**config.mk**
```make
export PLATFORM = sky130hd
export DESIGN_NAME = msx_io_router
export DESIGN_NICKNAME = d
export VERILOG_FILES = /design/src/rtl/msx_bus_pkg.sv /design/src/rtl/msx_io_decode.sv /design/src/rtl/msx_io_router.sv
export SDC_FILE = /design/constraint.sdc
export NUM_CORES = 1
export LEC_CHECK = 0
export ABC_AREA = 1
export CAP_MARGIN = 20
export CORE_ASPECT_RATIO = 1.1
export CORE_MARGIN = 3
export CORE_UTILIZATION = 47
export DETAILED_ROUTE_END_ITERATION = 16
export PLACE_DENSITY = 0.84
export SLEW_MARGIN = 20
export SYNTH_ARGS = -nofsm -noshare
export SYNTH_HDL_FRONTEND = slang
export SYNTH_SLANG_ARGS = --single-unit
```
**constraint.sdc**
```tcl
create_clock -name clk -period 2.7 [get_ports clk]
set_input_delay 0.54 -clock clk [delete_from_list [all_inputs] [get_ports clk]]
set_output_delay 0.54 -clock clk [all_outputs]
set_load 0.03 [all_outputs]
```
**src/rtl/msx_bus_pkg.sv**
```systemverilog
// Shared types and constants for the MSX slot I/O bus and the I/O router built on it.
package msx_bus_pkg;

    localparam int IO_ADDR_W = 8;
    localparam int DATA_W    = 8;

    localparam logic [DATA_W-1:0] FF_DATA_DEF = 8'hFF;

    typedef enum logic [1:0] {
        ST_IDLE   = 2'd0,
        ST_REQ    = 2'd1,
        ST_RDWAIT = 2'd2
    } router_state_t;

    // Width of a device index; a single device still needs one bit.
    function automatic int sel_width(input int num_dev);
        return (num_dev > 1) ? $clog2(num_dev) : 1;
    endfunction

endpackage

```
**src/rtl/msx_io_decode.sv**
```systemverilog
// Combinational I/O address decoder: per-device base/mask match with lowest-index priority.
module msx_io_decode
    import msx_bus_pkg::*;
#(
    parameter int                            NUM_DEV   = 4,
    parameter logic [NUM_DEV*IO_ADDR_W-1:0]  BASE_ADDR = {8'hE8, 8'hA8, 8'hA0, 8'h98},
    parameter logic [NUM_DEV*IO_ADDR_W-1:0]  ADDR_MASK = {8'hFE, 8'hFC, 8'hFC, 8'hFC},
    parameter int                            SEL_W     = sel_width(NUM_DEV)
) (
    input  logic [IO_ADDR_W-1:0] addr,
    output logic                 hit,
    output logic [SEL_W-1:0]     sel
);

    logic [NUM_DEV-1:0] hit_vec_s;

    // Per-device compare of the I/O address against its base under its mask.
    always_comb begin
        hit_vec_s = {NUM_DEV{1'b0}};
        for (int i = 0; i < NUM_DEV; i++) begin
            hit_vec_s[i] = ((addr ^ BASE_ADDR[IO_ADDR_W*i +: IO_ADDR_W])
                            & ADDR_MASK[IO_ADDR_W*i +: IO_ADDR_W]) == {IO_ADDR_W{1'b0}};
        end
    end

    // Priority encode; scanning downwards leaves the lowest matching index in sel.
    always_comb begin
        hit = |hit_vec_s;
        sel = {SEL_W{1'b0}};
        for (int i = NUM_DEV - 1; i >= 0; i--) begin
            sel = hit_vec_s[i] ? SEL_W'(i) : sel;
        end
    end

endmodule

```
**src/rtl/msx_io_router.sv**
```systemverilog
// I/O router from the msx_slot bus to NUM_DEV peripherals: one transaction in flight,
// ready back-pressure, read-data steering and a stalled-device timeout.
module msx_io_router
    import msx_bus_pkg::*;
#(
    parameter int                            NUM_DEV   = 4,
    parameter logic [NUM_DEV*IO_ADDR_W-1:0]  BASE_ADDR = {8'hE8, 8'hA8, 8'hA0, 8'h98},
    parameter logic [NUM_DEV*IO_ADDR_W-1:0]  ADDR_MASK = {8'hFE, 8'hFC, 8'hFC, 8'hFC},
    parameter int                            TIMEOUT   = 255,
    parameter logic [DATA_W-1:0]             FF_DATA   = FF_DATA_DEF
) (
    input  logic                        clk,
    input  logic                        reset,
    input  logic [15:0]                 bus_address,
    input  logic                        bus_ioreq,
    input  logic                        bus_write,
    input  logic                        bus_valid,
    output logic                        bus_ready,
    input  logic [DATA_W-1:0]           bus_wdata,
    output logic [DATA_W-1:0]           bus_rdata,
    output logic                        bus_rdata_en,
    output logic [15:0]                 dev_address,
    output logic                        dev_write,
    output logic [DATA_W-1:0]           dev_wdata,
    output logic [NUM_DEV-1:0]          dev_valid,
    input  logic [NUM_DEV-1:0]          dev_ready,
    input  logic [NUM_DEV*DATA_W-1:0]   dev_rdata,
    input  logic [NUM_DEV-1:0]          dev_rdata_en,
    output logic                        timeout_err
);

    localparam int         SEL_W   = sel_width(NUM_DEV);
    // Abort fires on the edge that ends the TIMEOUT-th cycle of dev_valid.
    localparam logic [7:0] TO_LAST = 8'(TIMEOUT - 1);

    router_state_t        state_r;
    logic [SEL_W-1:0]     sel_r;
    logic [7:0]           cnt_r;

    logic                 dec_hit_s;
    logic [SEL_W-1:0]     dec_sel_s;
    logic                 accept_s;
    logic                 timed_out_s;
    logic                 sel_ready_s;
    logic                 sel_strobe_s;
    logic [DATA_W-1:0]    sel_rdata_s;
    logic [NUM_DEV-1:0]   onehot_s;

    msx_io_decode #(
        .NUM_DEV   (NUM_DEV),
        .BASE_ADDR (BASE_ADDR),
        .ADDR_MASK (ADDR_MASK),
        .SEL_W     (SEL_W)
    ) u_decode (
        .addr (bus_address[IO_ADDR_W-1:0]),
        .hit  (dec_hit_s),
        .sel  (dec_sel_s)
    );

    assign accept_s    = bus_valid & bus_ioreq & bus_ready & dec_hit_s & (state_r == ST_IDLE);
    assign timed_out_s = (cnt_r >= TO_LAST);

    // Steer the latched device's handshake and data, and one-hot the decoded index.
    always_comb begin
        sel_ready_s  = 1'b0;
        sel_strobe_s = 1'b0;
        sel_rdata_s  = {DATA_W{1'b0}};
        onehot_s     = {NUM_DEV{1'b0}};
        for (int i = 0; i < NUM_DEV; i++) begin
            sel_ready_s  = (sel_r == SEL_W'(i)) ? dev_ready[i]    : sel_ready_s;
            sel_strobe_s = (sel_r == SEL_W'(i)) ? dev_rdata_en[i] : sel_strobe_s;
            sel_rdata_s  = (sel_r == SEL_W'(i)) ? dev_rdata[DATA_W*i +: DATA_W] : sel_rdata_s;
            onehot_s[i]  = (dec_sel_s == SEL_W'(i));
        end
    end

    // Transaction FSM with latched request, timeout counter and registered bus outputs.
    always_ff @(posedge clk) begin
        if (reset) begin
            state_r      <= ST_IDLE;
            sel_r        <= {SEL_W{1'b0}};
            cnt_r        <= 8'd0;
            bus_ready    <= 1'b1;
            bus_rdata    <= {DATA_W{1'b0}};
            bus_rdata_en <= 1'b0;
            dev_address  <= 16'h0000;
            dev_write    <= 1'b0;
            dev_wdata    <= {DATA_W{1'b0}};
            dev_valid    <= {NUM_DEV{1'b0}};
            timeout_err  <= 1'b0;
        end else begin
            bus_rdata_en <= 1'b0;
            timeout_err  <= 1'b0;
            case (state_r)
                ST_IDLE: begin
                    // bus_ready rises one cycle after returning here, giving the 2-cycle write gap.
                    bus_ready <= 1'b1;
                    if (accept_s) begin
                        dev_address <= bus_address;
                        dev_write   <= bus_write;
                        dev_wdata   <= bus_wdata;
                        sel_r       <= dec_sel_s;
                        cnt_r       <= 8'd0;
                        dev_valid   <= onehot_s;
                        bus_ready   <= 1'b0;
                        state_r     <= ST_REQ;
                    end
                end
                ST_REQ: begin
                    bus_ready <= 1'b0;
                    if (sel_ready_s) begin
                        dev_valid <= {NUM_DEV{1'b0}};
                        cnt_r     <= cnt_r + 8'd1;
                        if (dev_write) begin
                            state_r <= ST_IDLE;
                        end else if (sel_strobe_s) begin
                            bus_rdata    <= sel_rdata_s;
                            bus_rdata_en <= 1'b1;
                            state_r      <= ST_IDLE;
                        end else begin
                            state_r <= ST_RDWAIT;
                        end
                    end else if (timed_out_s) begin
                        dev_valid   <= {NUM_DEV{1'b0}};
                        timeout_err <= 1'b1;
                        if (!dev_write) begin
                            bus_rdata    <= FF_DATA;
                            bus_rdata_en <= 1'b1;
                        end
                        state_r <= ST_IDLE;
                    end else begin
                        cnt_r <= cnt_r + 8'd1;
                    end
                end
                ST_RDWAIT: begin
                    bus_ready <= 1'b0;
                    if (sel_strobe_s) begin
                        bus_rdata    <= sel_rdata_s;
                        bus_rdata_en <= 1'b1;
                        state_r      <= ST_IDLE;
                    end else if (timed_out_s) begin
                        timeout_err  <= 1'b1;
                        bus_rdata    <= FF_DATA;
                        bus_rdata_en <= 1'b1;
                        state_r      <= ST_IDLE;
                    end else begin
                        cnt_r <= cnt_r + 8'd1;
                    end
                end
                default: begin
                    dev_valid <= {NUM_DEV{1'b0}};
                    bus_ready <= 1'b0;
                    state_r   <= ST_IDLE;
                end
            endcase
        end
    end

endmodule

```
==> summary.md, run 1 <==
| Metric | Value |
|---|---|
| Run status | finished clean |
| Pin count of the biggest net entering global routing | 34 |
| WHS Endpoint | dev_address[12]$_SDFFE_PP0P_ |
| Mean Syn Cell Area | 6.642 um2 |
| Critical Path RT | 2960 ps |
| PD cells | 453.4 mW/mm2 |
| Flops & latches, synth | 52 |
| Slew HR | 0.6108 |
| Fillcell total | 440 |
| Ranking of synthesized cells by area | dfxtp_1 (37%), nand2_1 (19%), a21oi_1 (6.8%) |
| Min Tclk post-route | approximately 2100 ps |
| Initial Util | 0.5020 |
| Metal2 WL | 4.083 mm |
| YS warnings | 0 |
| DR vias | 3068 |
| Logic pwr share | 0.242 |
| Drt drc | 0 |
| Global-route wire length before repair | 13.05 mm |
| Hold depth | 2 |
| Die Wd | 79.55 um |
| Post-Route M1 WL | ~3.1 mm |
| Clock slew seen by the registers of the worst setup and hold paths | 100 ps |
| Internal reg-to-reg setup slack | around 800 ps |
| Avg WL per Cell | 12.93 um |
| Post-route setup TNS | 0 ps |
| Mapped cell area | roughly 0.0028 mm2 |
| Maximum vdd drop | about 0.29 mV |
| Clk_lat worst skew | 320 ps |
| Hold crit path type | register to register |
| CTS tree | done |
| Maximum root-to-sink buffer count | 2 |
| Final hold slack | 467.4 ps |
| Fraction of layout cells with a size suffix above 1 | 0.07576 |
| Syn nets | 496 |
| Detail Route Antenna Nets | 0 |
| CTS Buf Count | 5 |
| DRT Pass-1 Iters | 4 |
| Final setup fails | 0 |
| DP Wirelength | 5.930 mm |
| Grt ovf | 0 |
| Crit Path Class | primary input to register |
| Core area | 0.005570 mm2 |
| Post-layout net count | 602 |
| Worst Skew | 7.078 ps |
| Sw frac | 0.2983 |
| Leak | about 1.7 nW |
| Initial antenna violation count | 0 |
| IO buf count | 108 |
| GRT Util Overall | 0.2332 |
| Total of max-cap violations | 0 |
| Pint | 1.284 mW |
| ANT cells | 0 |
| Die Span Y | 86.90 um |
| Final WL | 7.795 mm |
| Sw Pwr | approximately 550 uW |
| Synth-to-layout area growth | 44.38% |
| Tcrit/Tclk final | 0.7784 |
| Post-CTS sizing | 0 |
| Number of DRC markers in iteration 0 | 236 |
| Highest clock rate | 475.8 MHz |
| Met3 Wirelength | 513 um |
| Syn Inst Count | between 400 and 500 |
| CP Capture Type | register |
| Arr. time, crit path | 2360 ps |
| Clock share of power | 0.307 |
| Worst-Margin Slew | slightly below 600 ps |
| Cells on worst reg2reg path | 9 |
| Post-synthesis sequential area ratio | 0.3723 |
| Post-synth top area cell | dfxtp_1 |
| R2r endpoint | cnt_r[6]$_SDFFE_PP0P_ |
| Clock H-tree levels | 2 |
| CP max FO | 12 |
| Final Wtd Congestion | 0.8490 |
| Sequential power share | 0.451 |
| Clk sink count | 52 |
| Slew Limit Fails | 0 |
| Via-to-Cell Ratio | 5.088 |
| I/O Pins | 109 |
| RSZ-0062 raised after global routing | no |
| Startpoint Class | primary input |
| Yosys cell types | 33 |
| Hold path start | dev_address[12]$_SDFFE_PP0P_ |
| Site Rows | 28 |
| Post-CTS Repair Setup Buffers | 0 |
| Final hold violations | 0 |
| Reg2reg start | sel_r[0]$_SDFFE_PP0P_ |
| Die area | 0.006912 mm2 |
| Top Metal Used | met4 |
| CTS Root Cell | clkbuf_8 |
| Vias in the first global route | between 3000 and 4000 |
| CTS Hold Bufs | 0 |
| Yosys top cell area share | 0.3723 |
[registers in the layout, indices dropped and copies added, names as in the netlist]
signal and flops:
dev_address 16, bus_rdata 8, cnt_r 8, dev_wdata 8
dev_valid 4, sel_r 2, state_r 2, bus_rdata_en 1
bus_ready 1, dev_write 1, timeout_err 1
[cell usage after synthesis (all sizes together)]
| master | count |
|---|---|
| buf | 8 |
| a221oi | 8 |
| dfxtp | 52 |
| nand3 | 31 |
| o21ai | 13 |
| inv | 42 |
| nor2 | 45 |
| ha | 6 |
| nand4 | 6 |
| o21a | 1 |
| nor3 | 2 |
| a21oi | 38 |
| nand2 | 153 |
| o211ai | 1 |
| a31oi | 3 |
| a211oi | 1 |
| clkbuf | 5 |
| and3 | 1 |
| xor2 | 1 |
| or2 | 4 |
[cells by family (layout without fill, tap and decap cells)]
| kind of cell | count (synthesis) | count (layout) | share of synthesized area |
|---|---|---|---|
| xor+xnor | 1 | 1 | 0.003133 |
| flops | 52 | 52 | 0.3723 |
| compound gates | 65 | 65 | 0.1324 |
| buf+inv | 55 | 162 | 0.08456 |
| fa+ha+maj | 6 | 6 | 0.02684 |
| simple gates | 242 | 242 | 0.3808 |
[critical path: stages]
cell and delay [ps]:
clkdlybuf4s50_1 500, nand2_1 100, nor2_1 140, nand2_1 110, nand3_1 100, nand2_1 70
inv_1 80, nand2_2 60, inv_1 180, buf_4 220, o21ai_0 110, a21oi_1 150
[placed cells by master (no fill, tap or decap)]
cell type	instances
nand2_1	144
clkdlybuf4s50_1	108
dfxtp_1	52
nor2_1	41
a21oi_1	38
inv_1	36
nand3_1	26
o21ai_0	11
a221oi_1	8
nand2_2	7
inv_2	6
nand4_1	6
ha_1	6
clkbuf_8	5
nand3_2	4
buf_4	4
a31oi_1	3
nor2_4	2
nand2_4	2
nor3_1	2
nor2_2	2
or2_2	2
and3_1	1
or2_1	1
o21ai_1	1
or2_4	1
o21ai_2	1
nand3_4	1
o211ai_1	1
xor2_1	1
a211oi_1	1
o21a_1	1
inv_6	1
bufinv_16	1
clkinvlp_4	1
[per-stage QoR]
stage                     utilization  setup WS, ps  instance area [um2]  std cells  power, mW
after detailed placement       0.7042         277.3                 3923        595      1.283
after floorplan                     -          1057                 2796        421      1.084
after global routing           0.7248         418.5                 4038        603      1.913
after CTS                      0.7248         604.6                 4038        603      1.838
final                          0.7248         598.3                 4038        603      1.831
after global placement         0.7042         403.5                 3923        595      1.275
[worst max-delay path by stage]
stage	from	endpoint	cells after the start
finish	bus_address[3]	dev_address[4]$_SDFFE_PP0P_	12
floorplan	bus_address[2]	dev_address[0]$_SDFFE_PP0P_	12
CTS	bus_address[3]	dev_address[4]$_SDFFE_PP0P_	12
global placement	bus_address[5]	dev_valid[0]$_SDFFE_PP0P_	10
detailed placement	bus_address[3]	dev_address[4]$_SDFFE_PP0P_	12
global route	bus_address[6]	dev_address[4]$_SDFFE_PP0P_	11
[area by class of cell]
cell class	instances	area [um2]	share of cell area
well taps	75	93.84	0.02324
inverters	42	157.7	0.03905
multi-input cells	314	1519	0.3762
repair buffers	112	1111	0.2752
clock inverters	3	46.29	0.01147
flip-flops and latches	52	1041	0.2578
clock buffers	5	68.82	0.01704
[power by group through the flow]
| stage | Combinational (mW) | Sequential (mW) | Clock (mW) |
|---|---|---|---|
| 4_1_cts | 0.444 | 0.826 | 0.569 |
| 3_5_place_dp | 0.440 | 0.843 | 0 |
| 5_1_grt | 0.487 | 0.830 | 0.596 |
| 2_1_floorplan | 0.187 | 0.897 | 0 |
| 3_3_place_gp | 0.433 | 0.841 | 0 |
| 6_report | 0.443 | 0.826 | 0.562 |
[layer usage]
layer | global-route usage | vias to the layer above
met3 | 0.06729 | 12
met5 | 0 | -
li1 | - | 1567
met4 | 0.06563 | 0
met1 | 0.2539 | 1406
met2 | 0.4351 | 83
No activity file was read; power rests on OpenSTA's default activity.
==> run 2: changes to the inputs <==
--- a/config.mk
+++ b/config.mk
@@ -9,9 +9,9 @@
 export CAP_MARGIN = 20
 export CORE_ASPECT_RATIO = 1.1
 export CORE_MARGIN = 3
-export CORE_UTILIZATION = 47
+export CORE_UTILIZATION = 40
 export DETAILED_ROUTE_END_ITERATION = 16
-export PLACE_DENSITY = 0.84
+export PLACE_DENSITY = 0.76
 export SLEW_MARGIN = 20
 export SYNTH_ARGS = -nofsm -noshare
 export SYNTH_HDL_FRONTEND = slang
==> constraint.sdc (replaced) <==
create_clock -name clk -period 1.9 [get_ports clk]
set_input_delay 0.38 -clock clk [delete_from_list [all_inputs] [get_ports clk]]
set_output_delay 0.38 -clock clk [all_outputs]
set_load 0.03 [all_outputs]
==> run 2 against run 1 <==
Compared with the run above: first-iteration DRC count decreased by 34%; setup slack got worse by 470 ps; register-to-register slack got worse by 640 ps; via count decreased by 1.3%; cell count increased by 3.8%; wire length decreased by 2.1%; utilization decreased by 9.7 points; critical path depth decreased by 11; cell area increased by 3.8%; critical path type is now register to output pin; critical endpoint is now dev_write; largest power group unchanged; highest routed layer unchanged.
==> summary.md, run 2 (synthesized netlist as in run 1, its figures left out) <==
| Metric | Value |
|---|---|
| Run status | finished clean |
| IO buf count | 108 (unchanged) |
| Initial Util | 0.4192 (-0.08285) |
| Final hold violations | 0 (unchanged) |
| CTS Buf Count | 5 (unchanged) |
| Hold path start | dev_address[2]$_SDFFE_PP0P_ |
| Slew HR | 0.7627 (+0.1520) |
| Post-layout net count | 618 (+2.7%) |
| I/O Pins | 109 (unchanged) |
| Die area | 0.008032 mm2 (+16%) |
| Grt ovf | 0 (unchanged) |
| Pin count of the biggest net entering global routing | 34 (unchanged) |
| Clock H-tree levels | 2 (unchanged) |
| Maximum root-to-sink buffer count | 2 (unchanged) |
| Number of DRC markers in iteration 0 | 156 (-34%) |
| Worst path bufs/invs | 1 (-3) |
| Place WS | -249.1 ps (-526.4 ps) |
| Post-route setup TNS | 0 ps (unchanged) |
| Sw Pwr | 753.1 uW (+38%) |
| Crit Path Class | register to output pin |
| Hold depth | 2 (unchanged) |
| Site Rows | 31 (+11%) |
| Placed insts | 618 (+3.9%) |
| Min Tclk post-route | between 1500 and 2000 ps |
| Final setup fails | 0 (unchanged) |
| Leak | 1.733 nW (+5.0%) |
| GRT Util Overall | 0.1937 (-0.03956) |
| DR vias | 3027 (-1.3%) |
| Highest clock rate | 563.2 MHz |
| Initial antenna violation count | 0 (unchanged) |
| Crit-path cells | clkdlybuf4s50_1 |
| Avg WL per Cell | 12.19 um (-5.7%) |
| Total Power | 2.607 mW (+42%) |
| Total of max-cap violations | 0 (unchanged) |
| Detail Route Antenna Nets | 0 (unchanged) |
| Arr. time, crit path | 1400 ps (-960 ps) |
| CP max stage delay | 710 ps (+210 ps) |
| CP Capture Type | output pin |
| CTS tree | done |
| Vias in the first global route | 2846 (-5.7%) |
| Final instance area | 0.004192 mm2 (+3.8%) |
| Final WL | 7.630 mm (-2.1%) |
| Die Wd | 85.72 um (+7.8%) |
| Max reg flops | 16 (unchanged) |
| Internal reg-to-reg setup slack | 160 ps (-640 ps) |
| Placed cell areas | 0.004064 mm2 (+3.6%) |
| Setup ws final | 124.3 ps (-474.0 ps) |
| Tcrit/Tclk final | 0.9346 |
| Cells on worst reg2reg path | 9 (unchanged) |
| DP Wirelength | 5.988 mm (+0.97%) |
| R2r endpoint | cnt_r[7]$_SDFFE_PP0P_ |
| Worst-Margin Slew | 355.9 ps (-227.3 ps) |
| Critical Path RT | 1520 ps (-1440 ps) |
| Startpoint Class | register |
| CTS Hold Bufs | 0 (unchanged) |
| Die Span Y | 93.70 um (+7.8%) |
| Maximum vdd drop | 0.3764 mV (+28%) |
| Clk_lat worst skew | 310 ps (about the same) |
| CP max stage cell | clkdlybuf4s50_1 |
| Fin util | 0.6283 (-0.09656) |
| Pint | 1.854 mW (+44%) |
| Clock slew seen by the registers of the worst setup and hold paths | 90 ps (about the same) |
| Clock share of power | 0.295 (-0.012) |
| Commonest non-fill, non-tap cells in the layout | nand2_1 (143), clkdlybuf4s50_1 (108), dfxtp_1 (50) |
| Hold crit path type | register to register |
| Via-to-Cell Ratio | 4.835 (-5.0%) |
| PD cells | 622.0 mW/mm2 (+37%) |
| Core area | 0.006671 mm2 (+20%) |
| Logic pwr share | 0.254 (+0.012) |
| Global-route wire length before repair | 12.72 mm (-2.6%) |
| CP delay by family, top | buffers and inverters |
| Sequential power share | 0.451 (about the same) |
| Worst Skew | 5.649 ps (-1.429 ps) |
| Sw frac | 0.2889 (-0.009475) |
| Fillcell total | 633 (+44%) |
| WHS Endpoint | dev_address[2]$_SDFFE_PP0P_ |
| Synth-to-layout area growth | 49.89% |
| Largest Register | dev_address |
| CTS Root Cell | clkbuf_8 |
| Final hold slack | 451.5 ps (-15.91 ps) |
| Slew Limit Fails | 0 (unchanged) |
| CP max FO | 4 (-8) |
| Drt drc | 0 (unchanged) |
| Fraction of layout cells with a size suffix above 1 | 0.1140 (+0.03821) |
| Commonest non-fill, non-tap cell in the layout | nand2_1 |
| Post-Layout Cell Count | 626 (+3.8%) |
| DRT Pass-1 Iters | 4 (unchanged) |
| ANT cells | 0 (unchanged) |
| Clk sink count | 52 (unchanged) |
| Final Wtd Congestion | 0.9059 (+6.7%) |
| Reg2reg start | state_r[0]$_SDFFE_PP0N_ |
run 2: changes by cell type in the layout (fill, tap and decap cells not counted), moves of 2 or more:
cell	change
buf_4	+14
dfxtp_2	+2
inv_2	+2
inv_1	-2
dfxtp_1	-2
run 2: area by class of cell:
cell class | instances | area, um2 | area share
flip-flops and latches | 52 | 1044 | 0.2490
well taps | 82 | 102.6 | 0.02448
inverters | 42 | 157.7 | 0.03761
clock inverters | 2 | 38.79 | 0.009254
multi-input cells | 314 | 1529 | 0.3648
repair buffers | 128 | 1247 | 0.2976
clock buffers | 6 | 72.57 | 0.01731
run 2: metal layers:
| metal | GRT usage | up-vias | part of all wire |
|---|---|---|---|
| li1 | - | 1593 | - |
| met1 | 0.2306 | 1336 | 0.42 |
| met2 | 0.3433 | 88 | 0.51 |
| met3 | 0.04825 | 10 | 0.062 |
| met4 | 0.05409 | 0 | 0.014 |
| met5 | 0 | - | 0 |
run 2: how the worst max path moves through the flow:
stage                           startpoint  depth (start not counted)                        end
floorplan            cnt_r[0]$_SDFFE_PP0P_                         15  bus_rdata[0]$_SDFFE_PP0P_
global placement            bus_address[3]                         11  dev_valid[1]$_SDFFE_PP0P_
detailed placement          bus_address[3]                         11  dev_valid[1]$_SDFFE_PP0P_
CTS                         bus_address[3]                         11  dev_valid[1]$_SDFFE_PP0P_
global route         cnt_r[0]$_SDFFE_PP0P_                         14  bus_rdata[6]$_SDFFE_PP0P_
finish              dev_write$_SDFFE_PP0P_                          1                  dev_write
run 2: power by group through the flow:
stage,logic (mW),clock network (mW),registers [mW]
2_1_floorplan,0.266,0,1.27
3_3_place_gp,0.644,0,1.20
3_5_place_dp,0.656,0,1.20
4_1_cts,0.660,0.785,1.17
5_1_grt,0.727,0.831,1.18
6_report,0.662,0.770,1.17
run 2: what timing repair did:
| item | CTS | global route |
|---|---|---|
| setup endpoints to repair | 0 | 26 |
| buffers inserted | 0 | 0 |
| gates resized for setup | 0 | 8 |
==> run 3: changes to the inputs <==
==> constraint.sdc (replaced) <==
create_clock -name clk -period 1.9 [get_ports clk]
set_input_delay 0.19 -clock clk [delete_from_list [all_inputs] [get_ports clk]]
set_output_delay 0.19 -clock clk [all_outputs]
set_load 0.03 [all_outputs]
==> run 3 against run 2 <==
Compared with the run above: count of clock-buffer cells in the layout up 1; utilization down 0.84 points; clock power decreased by 15%; critical endpoint is now cnt_r[7]$_SDFFE_PP0P_.
==> summary.md, run 3 (synthesized netlist as in run 1, its figures left out) <==
| Metric | Value |
|---|---|
| Run status | finished clean |
| Pin count of the biggest net entering global routing | 34 (unchanged) |
| Grt ovf | 0 (unchanged) |
| Final WL | 7.733 mm (+1.3%) |
| Synth-to-layout area growth | 47.87% |
| Crit Path Class | register to register |
| Clock slew seen by the registers of the worst setup and hold paths | 100 ps (about the same) |
| Die Wd | 85.72 um (unchanged) |
| Worst-Margin Slew | 352.1 ps (-3.814 ps) |
| Critical Path RT | 2130 ps (+610 ps) |
| Place WS | -77.64 ps (+171.4 ps) |
| PD cells | 598.9 mW/mm2 (-3.7%) |
| Worst setup endpoint | cnt_r[7]$_SDFFE_PP0P_ |
| Internal reg-to-reg setup slack | 110 ps (-50 ps) |
| I/O Pins | 109 (unchanged) |
| Site Rows | 31 (unchanged) |
| IO buf count | 108 (unchanged) |
| Commonest non-fill, non-tap cells in the layout | nand2_1 (143), clkdlybuf4s50_1 (108), dfxtp_1 (50) |
| CP Capture Type | register |
| Max reg flops | 16 (unchanged) |
| Arr. time, crit path | 2010 ps (+610 ps) |
| Vias in the first global route | 2926 (+2.8%) |
| Worst path bufs/invs | 2 (+1) |
| Die area | 0.008032 mm2 (unchanged) |
| Placed cell areas | 0.004011 mm2 (-1.3%) |
| Sw Pwr | 735.1 uW (-2.4%) |
| Largest Register | dev_address |
| Startpoint Class | register |
| CTS Buf Count | 5 (unchanged) |
| Reg2reg start | state_r[0]$_SDFFE_PP0N_ |
| Clk sink count | 52 (unchanged) |
| Fraction of layout cells with a size suffix above 1 | 0.1020 (-0.01193) |
| Drt drc | 0 (unchanged) |
| DR vias | 3041 (+0.46%) |
| Leak | 1.699 nW (-2.0%) |
| Total of max-cap violations | 0 (unchanged) |
| Sw frac | 0.2968 (+0.007959) |
| R2r endpoint | cnt_r[7]$_SDFFE_PP0P_ |
| Logic pwr share | 0.262 (+0.008) |
| Setup ws final | 113.7 ps (-10.57 ps) |
| Most used cell, CP | nand2_1 |
| Initial Util | 0.4192 (unchanged) |
| Tcrit/Tclk final | 0.9402 (+0.005562) |
| CTS Root Cell | clkbuf_8 |
| Pint | 1.741 mW (-6.1%) |
| Post-route setup TNS | 0 ps (unchanged) |
| CP delay by family, top | simple AND/OR/NAND/NOR gates |
| Final hold violations | 0 (unchanged) |
| CP max FO | 7 (+3) |
| Slew HR | 0.7653 (+0.002543) |
| CTS Hold Bufs | 0 (unchanged) |
| RSZ-0062 raised after global routing | no |
| GRT Util Overall | 0.1921 (-0.001586) |
| Maximum vdd drop | 0.4530 mV (+20%) |
| ANT cells | 0 (unchanged) |
| DP Wirelength | 6.023 mm (+0.59%) |
| DRT Pass-1 Iters | 5 (+1) |
| Core area | 0.006671 mm2 (unchanged) |
| Final instance area | 0.004135 mm2 (-1.3%) |
| Highest clock rate | 559.8 MHz (-0.59%) |
| Initial antenna violation count | 0 (unchanged) |
| Post-Layout Cell Count | 621 (-0.80%) |
| Slew Limit Fails | 0 (unchanged) |
| Total Power | 2.476 mW (-5.0%) |
| Global-route wire length before repair | 12.83 mm (+0.93%) |
| CP max stage cell | dfxtp_1 |
| Placed insts | 611 (-1.1%) |
| Worst Skew | 8.284 ps (+2.635 ps) |
| Hold crit path type | primary input to register |
| Detail Route Antenna Nets | 0 (unchanged) |
| Avg WL per Cell | 12.45 um (+2.2%) |
| Final setup fails | 0 (unchanged) |
| CTS tree | done |
| Crit-path cells | inv_1 -> ha_1 -> nor2_2 -> inv_1 -> nand2_1 -> or2_2 -> nand2_1 -> nand2_1 -> a21oi_1 |
| WP depth | 9 (+8) |
| Clock H-tree levels | 2 (unchanged) |
| Clk_lat worst skew | 300 ps (about the same) |
| Crit path from | state_r[0]$_SDFFE_PP0N_ |
| Sequential power share | 0.474 (+0.023) |
| Commonest non-fill, non-tap cell in the layout | nand2_1 |
| Maximum root-to-sink buffer count | 2 (unchanged) |
| Via-to-Cell Ratio | 4.897 (+1.3%) |
| Number of DRC markers in iteration 0 | 243 (+56%) |
| Cells on worst reg2reg path | 9 (unchanged) |
| Final Wtd Congestion | 0.8827 (-2.6%) |
| CP max stage delay | 370 ps (-340 ps) |
| Die Span Y | 93.70 um (unchanged) |
| Clock share of power | 0.264 (-0.031) |
| Min Tclk post-route | 1786 ps (+10.57 ps) |
| Post-layout net count | 613 (-0.81%) |
run 3: changes by cell type in the layout (fill, tap and decap cells not counted), sizes merged:
cell      before  now
buf           20   15
bufinv         1    0
clkbuf         6    7
clkinvlp       0    1
inv           43   42
run 3: worst min-delay path by stage:
| stage | startpoint | endpoint | slack [ps] | cells after the start |
|---|---|---|---|---|
| after floorplan | bus_wdata[0] | dev_wdata[0]$_SDFFE_PP0P_ | 330 | 2 |
| after global placement | dev_address[2]$_SDFFE_PP0P_ | dev_address[2]$_SDFFE_PP0P_ | 430 | 2 |
| after detailed placement | dev_address[2]$_SDFFE_PP0P_ | dev_address[2]$_SDFFE_PP0P_ | 430 | 2 |
| after CTS | bus_wdata[1] | dev_wdata[1]$_SDFFE_PP0P_ | 430 | 3 |
| after global routing | bus_address[15] | dev_address[15]$_SDFFE_PP0P_ | 440 | 3 |
| final | bus_address[13] | dev_address[13]$_SDFFE_PP0P_ | 430 | 3 |
run 3: what timing repair did:
item                                    in CTS  in global routing
endpoints found under the setup margin       0                 17
gates resized for setup                      0                  6
setup buffers                                0                  2
run 3: routing by layer:
| layer | part of all wire | up-vias | global-route usage |
|---|---|---|---|
| met5 | 0 | - | 0 |
| met4 | 0.011 | 0 | 0.05013 |
| met3 | 0.059 | 6 | 0.03684 |
| met2 | 0.52 | 89 | 0.3627 |
| met1 | 0.41 | 1360 | 0.2184 |
| li1 | - | 1586 | - |
run 3: final cells by class:
type,instances,area (um2)
Fill cell,630,2536
Multi-Input combinational cell,314,1531
Timing Repair Buffer,123,1206
Sequential cell,52,1044
Inverter,42,157.7
Tap cell,82,102.6
Clock buffer,7,86.33
Clock inverter,1,7.507
run 3: worst register-to-register path: stages (launching register included):
cell	delay, ps
dfxtp_1	370
inv_1	100
ha_1	360
nor2_2	130
inv_1	170
nand2_1	70
or2_2	280
nand2_1	60
nand2_1	50
a21oi_1	130
run 3: power groups by stage:
stage                     combinational (mW)  sequential [mW]  clock (mW)
after floorplan                        0.266             1.27           0
after global placement                 0.630             1.20           0
after detailed placement               0.642             1.20           0
after CTS                              0.646             1.17       0.666
after global routing                   0.710             1.18       0.709
final                                  0.649             1.17       0.653
run 3: per-stage QoR:
step	util	hold slack, ps
floorplan	-	332.9
global route	0.6198	438.3
global placement	0.6013	425.0
CTS	0.6153	430.1
finish	0.6198	431.1
detailed placement	0.6013	429.5
